File: config.mk
export PLATFORM = sky130hd
export DESIGN_NAME = monpro_operand_loader
export DESIGN_NICKNAME = d
export VERILOG_FILES = /design/src/rtl/monpro_pkg.sv /design/src/rtl/operand_bank.sv /design/src/rtl/monpro_operand_loader.sv
export SDC_FILE = /design/constraint.sdc
export NUM_CORES = 2
export LEC_CHECK = 0
export BUFFER_PORTS_ARGS = -buffer_cell sky130_fd_sc_hd__buf_2
export CAP_MARGIN = 20
export CORE_ASPECT_RATIO = 0.9
export CORE_MARGIN = 1
export CORE_UTILIZATION = 40
export DETAILED_ROUTE_END_ITERATION = 8
export HOLD_SLACK_MARGIN = 0.02
export SLEW_MARGIN = 20
export SYNTH_ARGS = -nofsm -noshare
export SYNTH_HDL_FRONTEND = slang
export SYNTH_SLANG_ARGS = --single-unit
File: constraint.sdc
create_clock -name clk -period 4.4 [get_ports clk]
set_input_delay 0.44 -clock clk [delete_from_list [all_inputs] [get_ports clk]]
set_output_delay 0.44 -clock clk [all_outputs]
set_load 0.03 [all_outputs]
File: src/rtl/monpro_pkg.sv
// -----------------------------------------------------------------------------
// monpro_pkg
// Shared constants and encodings for the MonPro operand loader.
//   DATA_WIDTH / ADDR_WIDTH / NUM_WORDS : operand geometry (NUM_WORDS = 2**ADDR_WIDTH)
//   SEL_M / SEL_E / SEL_N / SEL_RSVD    : host write-port operand select codes
//   loader_state_t                      : loader FSM state encoding
// -----------------------------------------------------------------------------
package monpro_pkg;

    localparam int DATA_WIDTH = 32;
    localparam int ADDR_WIDTH = 5;
    localparam int NUM_WORDS  = 32;

    localparam logic [1:0] SEL_M    = 2'd0;
    localparam logic [1:0] SEL_E    = 2'd1;
    localparam logic [1:0] SEL_N    = 2'd2;
    localparam logic [1:0] SEL_RSVD = 2'd3;

    typedef enum logic [1:0] {
        ST_IDLE   = 2'd0,
        ST_PRIME  = 2'd1,
        ST_STREAM = 2'd2
    } loader_state_t;

endpackage

File: src/rtl/operand_bank.sv
// -----------------------------------------------------------------------------
// operand_bank
// One NUM_WORDS x DATA_WIDTH operand buffer with a per-word valid bitmap.
//   clk, reset (async, active-low)
//   wr_en, wr_addr, wr_data : write port (stores word, sets its valid bit)
//   clear                   : synchronous clear of the whole valid bitmap
//   rd_addr, rd_data        : asynchronous read port
//   all_valid, lsw_valid    : bitmap flags, already including a write
//                             presented in the same cycle
// Optional build macro MONPRO_LOADER_ZERO_FILL_EN: each write invalidates all
// higher words of the bank, and invalid words read back as zero.
// -----------------------------------------------------------------------------
module operand_bank #(
    parameter int DATA_WIDTH = monpro_pkg::DATA_WIDTH,
    parameter int ADDR_WIDTH = monpro_pkg::ADDR_WIDTH,
    parameter int NUM_WORDS  = monpro_pkg::NUM_WORDS
) (
    input  logic                  clk,
    input  logic                  reset,
    input  logic                  wr_en,
    input  logic [ADDR_WIDTH-1:0] wr_addr,
    input  logic [DATA_WIDTH-1:0] wr_data,
    input  logic                  clear,
    input  logic [ADDR_WIDTH-1:0] rd_addr,
    output logic [DATA_WIDTH-1:0] rd_data,
    output logic                  all_valid,
    output logic                  lsw_valid
);

    logic [DATA_WIDTH-1:0] mem_r [NUM_WORDS];
    logic [NUM_WORDS-1:0]  valid_r;
    logic [NUM_WORDS-1:0]  valid_upd_s;

    // Word storage; contents are meaningless until the valid bit is set, so no reset.
    always_ff @(posedge clk) begin
        if (wr_en) begin
            mem_r[wr_addr] <= wr_data;
        end
    end

    // Bitmap as it will look after this cycle's write (used for same-cycle go).
    always_comb begin
        valid_upd_s = valid_r;
        if (wr_en) begin
`ifdef MONPRO_LOADER_ZERO_FILL_EN
            for (int i = 0; i < NUM_WORDS; i++) begin
                if (i > int'(wr_addr)) begin
                    valid_upd_s[i] = 1'b0;
                end else begin
                    valid_upd_s[i] = valid_r[i];
                end
            end
`endif
            valid_upd_s[wr_addr] = 1'b1;
        end else begin
            valid_upd_s = valid_r;
        end
    end

    // Valid bitmap register; clear takes priority over a write.
    always_ff @(posedge clk or negedge reset) begin
        if (!reset) begin
            valid_r <= {NUM_WORDS{1'b0}};
        end else if (clear) begin
            valid_r <= {NUM_WORDS{1'b0}};
        end else begin
            valid_r <= valid_upd_s;
        end
    end

`ifdef MONPRO_LOADER_ZERO_FILL_EN
    assign rd_data = valid_r[rd_addr] ? mem_r[rd_addr] : {DATA_WIDTH{1'b0}};
`else
    assign rd_data = mem_r[rd_addr];
`endif

    assign all_valid = &valid_upd_s;
    assign lsw_valid = valid_upd_s[0];

endmodule

File: src/rtl/monpro_operand_loader.sv
// -----------------------------------------------------------------------------
// monpro_operand_loader
// Buffers the MonPro operands m, e and n from a host word-write port and, on
// go, streams them LSW first, one word per clock, framed by start_input.
//   clk, reset (async, active-low)
//   wr_valid/wr_ready, wr_sel, wr_addr, wr_data : host write port
//   go / go_err                                 : start request / rejection pulse
//   busy                                        : high while priming or streaming
//   start_input, m_input, e_input, n_input      : registered MonPro feed
//   stream_done                                 : pulse the cycle after the last word
// Optional build macro MONPRO_LOADER_ZERO_FILL_EN: go needs only word 0 of each
// bank, and unwritten words stream as zero.
// Timing: go accepted at an edge -> one PRIME cycle (start_input=1, data 0),
// then NUM_WORDS data cycles, then stream_done with all bitmaps cleared.
// -----------------------------------------------------------------------------
module monpro_operand_loader #(
    parameter int DATA_WIDTH = monpro_pkg::DATA_WIDTH,
    parameter int ADDR_WIDTH = monpro_pkg::ADDR_WIDTH,
    parameter int NUM_WORDS  = monpro_pkg::NUM_WORDS
) (
    input  logic                  clk,
    input  logic                  reset,
    input  logic                  wr_valid,
    output logic                  wr_ready,
    input  logic [1:0]            wr_sel,
    input  logic [ADDR_WIDTH-1:0] wr_addr,
    input  logic [DATA_WIDTH-1:0] wr_data,
    input  logic                  go,
    output logic                  go_err,
    output logic                  busy,
    output logic                  start_input,
    output logic [DATA_WIDTH-1:0] m_input,
    output logic [DATA_WIDTH-1:0] e_input,
    output logic [DATA_WIDTH-1:0] n_input,
    output logic                  stream_done
);

    import monpro_pkg::*;

    localparam logic [ADDR_WIDTH-1:0] LAST_IDX = ADDR_WIDTH'(NUM_WORDS - 1);
    localparam logic [ADDR_WIDTH-1:0] ONE_IDX  = ADDR_WIDTH'(32'd1);

    loader_state_t         state_r, state_s;
    logic [ADDR_WIDTH-1:0] idx_r, idx_s, rd_addr_s;
    logic                  wr_fire_s, wr_en_m_s, wr_en_e_s, wr_en_n_s;
    logic [DATA_WIDTH-1:0] rd_m_s, rd_e_s, rd_n_s;
    logic                  all_m_s, all_e_s, all_n_s;
    logic                  lsw_m_s, lsw_e_s, lsw_n_s;
    logic                  go_ok_s, unused_flags_s;
    logic                  load_s, clear_s, start_s, busy_s, wr_ready_s, go_err_s, done_s;

    // wr_ready is a register that is only high in IDLE, so writes never hit a stream.
    assign wr_fire_s = wr_valid & wr_ready;
    assign wr_en_m_s = wr_fire_s & (wr_sel == SEL_M);
    assign wr_en_e_s = wr_fire_s & (wr_sel == SEL_E);
    assign wr_en_n_s = wr_fire_s & (wr_sel == SEL_N);

    operand_bank #(.DATA_WIDTH(DATA_WIDTH), .ADDR_WIDTH(ADDR_WIDTH), .NUM_WORDS(NUM_WORDS)) u_bank_m (
        .clk(clk), .reset(reset), .wr_en(wr_en_m_s), .wr_addr(wr_addr), .wr_data(wr_data),
        .clear(clear_s), .rd_addr(rd_addr_s), .rd_data(rd_m_s), .all_valid(all_m_s), .lsw_valid(lsw_m_s)
    );
    operand_bank #(.DATA_WIDTH(DATA_WIDTH), .ADDR_WIDTH(ADDR_WIDTH), .NUM_WORDS(NUM_WORDS)) u_bank_e (
        .clk(clk), .reset(reset), .wr_en(wr_en_e_s), .wr_addr(wr_addr), .wr_data(wr_data),
        .clear(clear_s), .rd_addr(rd_addr_s), .rd_data(rd_e_s), .all_valid(all_e_s), .lsw_valid(lsw_e_s)
    );
    operand_bank #(.DATA_WIDTH(DATA_WIDTH), .ADDR_WIDTH(ADDR_WIDTH), .NUM_WORDS(NUM_WORDS)) u_bank_n (
        .clk(clk), .reset(reset), .wr_en(wr_en_n_s), .wr_addr(wr_addr), .wr_data(wr_data),
        .clear(clear_s), .rd_addr(rd_addr_s), .rd_data(rd_n_s), .all_valid(all_n_s), .lsw_valid(lsw_n_s)
    );

`ifdef MONPRO_LOADER_ZERO_FILL_EN
    assign go_ok_s        = lsw_m_s & lsw_e_s & lsw_n_s;
    assign unused_flags_s = all_m_s & all_e_s & all_n_s;
`else
    assign go_ok_s        = all_m_s & all_e_s & all_n_s;
    assign unused_flags_s = lsw_m_s & lsw_e_s & lsw_n_s;
`endif

    // Next state, stream index and next values of every registered output.
    always_comb begin
        state_s    = state_r;
        idx_s      = idx_r;
        rd_addr_s  = {ADDR_WIDTH{1'b0}};
        load_s     = 1'b0;
        clear_s    = 1'b0;
        start_s    = 1'b0;
        busy_s     = 1'b0;
        wr_ready_s = 1'b1;
        go_err_s   = 1'b0;
        done_s     = 1'b0;
        case (state_r)
            ST_IDLE: begin
                if (go) begin
                    if (go_ok_s) begin
                        state_s    = ST_PRIME;
                        start_s    = 1'b1;
                        busy_s     = 1'b1;
                        wr_ready_s = 1'b0;
                    end else begin
                        go_err_s = 1'b1;
                    end
                end else begin
                    state_s = ST_IDLE;
                end
            end
            ST_PRIME: begin
                // Fetch word 0 so it is on the outputs in the first STREAM cycle.
                state_s    = ST_STREAM;
                idx_s      = {ADDR_WIDTH{1'b0}};
                rd_addr_s  = {ADDR_WIDTH{1'b0}};
                load_s     = 1'b1;
                start_s    = 1'b1;
                busy_s     = 1'b1;
                wr_ready_s = 1'b0;
                go_err_s   = go;
            end
            ST_STREAM: begin
                go_err_s = go;
                if (idx_r == LAST_IDX) begin
                    state_s = ST_IDLE;
                    idx_s   = {ADDR_WIDTH{1'b0}};
                    done_s  = 1'b1;
                    clear_s = 1'b1;
                end else begin
                    // idx_r is the word on the outputs now; prefetch the next one.
                    state_s    = ST_STREAM;
                    idx_s      = idx_r + ONE_IDX;
                    rd_addr_s  = idx_s;
                    load_s     = 1'b1;
                    start_s    = 1'b1;
                    busy_s     = 1'b1;
                    wr_ready_s = 1'b0;
                end
            end
            default: begin
                state_s = ST_IDLE;
                idx_s   = {ADDR_WIDTH{1'b0}};
            end
        endcase
    end

    // State, index and output registers; reset forces everything idle at once.
    always_ff @(posedge clk or negedge reset) begin
        if (!reset) begin
            state_r     <= ST_IDLE;
            idx_r       <= {ADDR_WIDTH{1'b0}};
            wr_ready    <= 1'b1;
            go_err      <= 1'b0;
            busy        <= 1'b0;
            start_input <= 1'b0;
            m_input     <= {DATA_WIDTH{1'b0}};
            e_input     <= {DATA_WIDTH{1'b0}};
            n_input     <= {DATA_WIDTH{1'b0}};
            stream_done <= 1'b0;
        end else begin
            state_r     <= state_s;
            idx_r       <= idx_s;
            wr_ready    <= wr_ready_s;
            go_err      <= go_err_s;
            busy        <= busy_s;
            start_input <= start_s;
            m_input     <= load_s ? rd_m_s : {DATA_WIDTH{1'b0}};
            e_input     <= load_s ? rd_e_s : {DATA_WIDTH{1'b0}};
            n_input     <= load_s ? rd_n_s : {DATA_WIDTH{1'b0}};
            stream_done <= done_s;
        end
    end

endmodule

==> flow_summary.ini <==
[sta]
worstMarginPinSlew_ns = 1.08
drv_slew = 0
setup_violations = 0
timing.final.crit_period_ns = 3.80
finalCritPeriodShare_pct = 86.4
hold_violations = 0
relSlewSlack_pct = 27.8
clock.fmax_mhz = 263
fin_setup_tns_ns = 0
hold_ws_ns = 0.0712
skew_ns = 0.0845
rsz0062_at_grt = no

[synth]
yosysTopAreaCell = edfxtp_1
synth_top_area_share_pct = 73.8
synth_edf_count = 3072
ys_async_sr_fraction_pct = 6.20
netlist_area_um2 = 125000
syn_area_per_cell_um2 = 19.7
synth_nets = 6389
synthFlopType = edfxtp_1
syn-instance-count = 6340
synth-seq-cells = 3275
ys_warn_count = 0
ys_seq_area_share_pct = 77.9
netlist-cell-type-count = 56
ys_top_cells_by_area = edfxtp_1 (74%), mux4_2 (14%), dfrtp_1 (4.0%), nand2_1 (2.5%), nand3_1 (2.3%)

[clocking]
clk_pin_slew_worst_paths_ns = 0.06
clock_latency_ns = 0.91
cts_root_buf = clkbuf_16
cts-resized-gates = 0
h-tree-depth = 5
clock_sinks = 3275
cts_tree = yes
cts_made_buffers = 325
clock_path_buffers = 4

[power_and_ir_drop]
seqPwrFrac_pct = 54.7
comb_power_share_pct = 1.6
p_switching_mw = 12.5
cell_internal_pwr_mw = 50.1
powerDensity_nw_per_um2 = 436
power_mw = 62.5
power_frac_clock_pct = 43.7
swShare_pct = 19.9
vdd_drop_max_mv = 0.348
p_leak_nw = 46.8

[drt]
routedWlPerCell_um = 31.0
detail-route-antenna-nets = 0
drc = 0
detail_route.first_pass.iterations = 8
drt-total-wl_um = 345000
vias = 65200
drtIter0Drc = 8077
viasPerCell = 5.87

[floorplan]
num_io_pins = 144
die-area_um2 = 315000
core-area_um2 = 311000
rows = 194
die_x_um = 591
initial_utilization_pct = 40.2
die-height_um = 532

[finish]
final_area_um2 = 144000
area_growth_pct = 14.8
drive_gt1_share_pct = 25.1
seq_area_um2 = 97300
nets = 6766
post-route-util_pct = 46.2
multi_input_comb_area_um2 = 27000
final.fill_count = 26000

[place]
portBuffers = 143
placed_cell_area_um2 = 133000
hpwl_um = 196000
gp_congestion = 0.859

[grt]
grt_pass1_vias = 64500
grt_max_degree = 114
grtUsageTotal_pct = 21.7
antenna_found_initial = 35
grt_pass1_wl_um = 488000
grt-ovfl-total = 0

[worst_hold_path]
hp-class = in2reg
hold_depth = 1

[job]
maxCapViolCount = 0

[worst_setup_path]
path_class = reg2reg
start_kind = flop
arrival_ns = 4.55
crit_fanout = 58
required_ns = 5.15
end_kind = flop
reg2reg_depth = 13

[run_status]
run_status = finished clean
worst paths after layout:
check	startpoint	to	slack, ns
worst max-delay path	idx_r[0]	m_input[13]	0.60
worst min-delay path	wr_data[26]	u_bank_n.mem_r[1][26]	0.07
worst max register to register	idx_r[0]	m_input[13]	0.60
worst min register to register	u_bank_n.valid_r[8]	u_bank_n.valid_r[8]	0.48
max in group asynchronous	reset	state_r[0]	2.86
min in group asynchronous	reset	wr_ready	0.17
sequential cells by signal (all words and copies together), names as in the netlist, 2 cells and up:
| register | count |
|---|---|
| u_bank_m.mem_r | 1024 |
| e_input | 32 |
| u_bank_m.valid_r | 32 |
| idx_r | 5 |
| n_input | 32 |
| u_bank_n.valid_r | 32 |
| u_bank_e.mem_r | 1024 |
| state_r | 2 |
| m_input | 32 |
| u_bank_n.mem_r | 1024 |
| u_bank_e.valid_r | 32 |
layout make-up:
| type | instances | area share, % |
|---|---|---|
| Clock inverter | 143 | 0.987 |
| Sequential cell | 3275 | 67.8 |
| Timing Repair Buffer | 429 | 2.54 |
| Multi-Input combinational cell | 2680 | 18.8 |
| Tap cell | 4116 | 3.59 |
| Antenna cell | 28 | 0.0488 |
| Inverter | 6 | 0.0157 |
| Clock buffer | 437 | 6.20 |
worst max-delay path: stages, from the launching register on:
cell and delay (ns):
dfrtp_1 0.43, ha_1 0.25, and3_1 0.15, ha_1 0.20, nand2b_1 0.24, nor2_4 0.20, buf_12 0.29, buf_12 0.32
buf_12 0.37, mux4_2 0.39, nand2_1 0.10, nand3_1 0.11, nand3_1 0.38, a21oi_1 0.13
logic make-up after synthesis:
group                    synth area share, %
multiplexers                            14.0
AO/OA/AOI/OAI                           1.08
flip-flops                              77.9
buffers and inverters                   1.19
adder cells (fa/ha/maj)               0.0601
XOR/XNOR                              0.0140
AND/OR/NAND/NOR                         5.81
layer usage:
metal / wire length (µm) / global-route usage (%) / vias to the layer above
met2: 158000 / 32.6 / 3105
met5: 17 / 0 / -
met4: 9120 / 5.79 / 2
li1: - / - / 26300
met1: 148000 / 32.9 / 35300
met3: 29800 / 3.35 / 485
repair_timing:
action                                 in CTS  in global routing
hold buffers                                6                  1
endpoints found under the hold margin     240                 28
setup buffers                               0                  0
cell usage in the layout (no fill, tap or decap), types with 6 or more instances in the layout:
cell / synthesis / layout
bufinv_16: 0 / 27
nand2_1: 822 / 819
o21a_1: 27 / 27
mux2_2: 6 / 6
nand3_1: 579 / 579
diode_2: 0 / 28
a21oi_1: 100 / 100
buf_4: 5 / 255
mux4_2: 768 / 768
inv_6: 0 / 10
a41oi_1: 6 / 6
dfrtp_1: 202 / 202
nor4_1: 23 / 23
mux2i_1: 10 / 10
nor2_4: 0 / 93
or4_1: 6 / 6
nor2_1: 179 / 86
ha_1: 6 / 6
o21ai_0: 6 / 6
dlygate4sd3_1: 0 / 7
buf_12: 0 / 51
clkinv_1: 0 / 60
a31oi_1: 59 / 59
clkbuf_1: 242 / 87
clkinv_2: 0 / 36
edfxtp_1: 3072 / 3072
clkbuf_16: 0 / 333
clkbuf_8: 0 / 17
nand4_1: 11 / 11
buf_2: 12 / 110
stage by stage:
stage	setup WS [ns]	std cells
floorplan	0.550	6340
global placement	0.604	10500
detailed placement	0.590	10500
CTS	0.612	11100
global route	0.427	11100
finish	0.598	11100
cells in the mapped netlist, types with 3 or more instances:
library cell / number
and2_1: 7
and3_1: 4
nor2b_1: 3
a21oi_1: 100
o21a_1: 27
nand3_1: 579
buf_4: 5
dfrtp_1: 202
mux2i_1: 10
nor2_1: 179
buf_1: 119
and3b_1: 4
nand4_1: 11
edfxtp_1: 3072
nand2_1: 822
ha_1: 6
clkbuf_1: 242
a31oi_1: 59
nand2b_1: 5
nor4_1: 23
or4_1: 6
o41ai_1: 5
mux4_2: 768
nor3_1: 8
o21ai_0: 6
mux2_2: 6
a41oi_1: 6
inv_1: 5
buf_2: 12
power by group through the flow:
stage               Sequential [mW]  Clock (mW)  Combinational (mW)
floorplan                      34.9           0               0.174
detailed placement             34.9           0               0.974
CTS                            34.2        27.7               0.980
finish                         34.2        27.3               0.980
global route                   34.2        28.8                1.04
global placement               34.9           0               0.930
(Power assumes the default switching activity.)
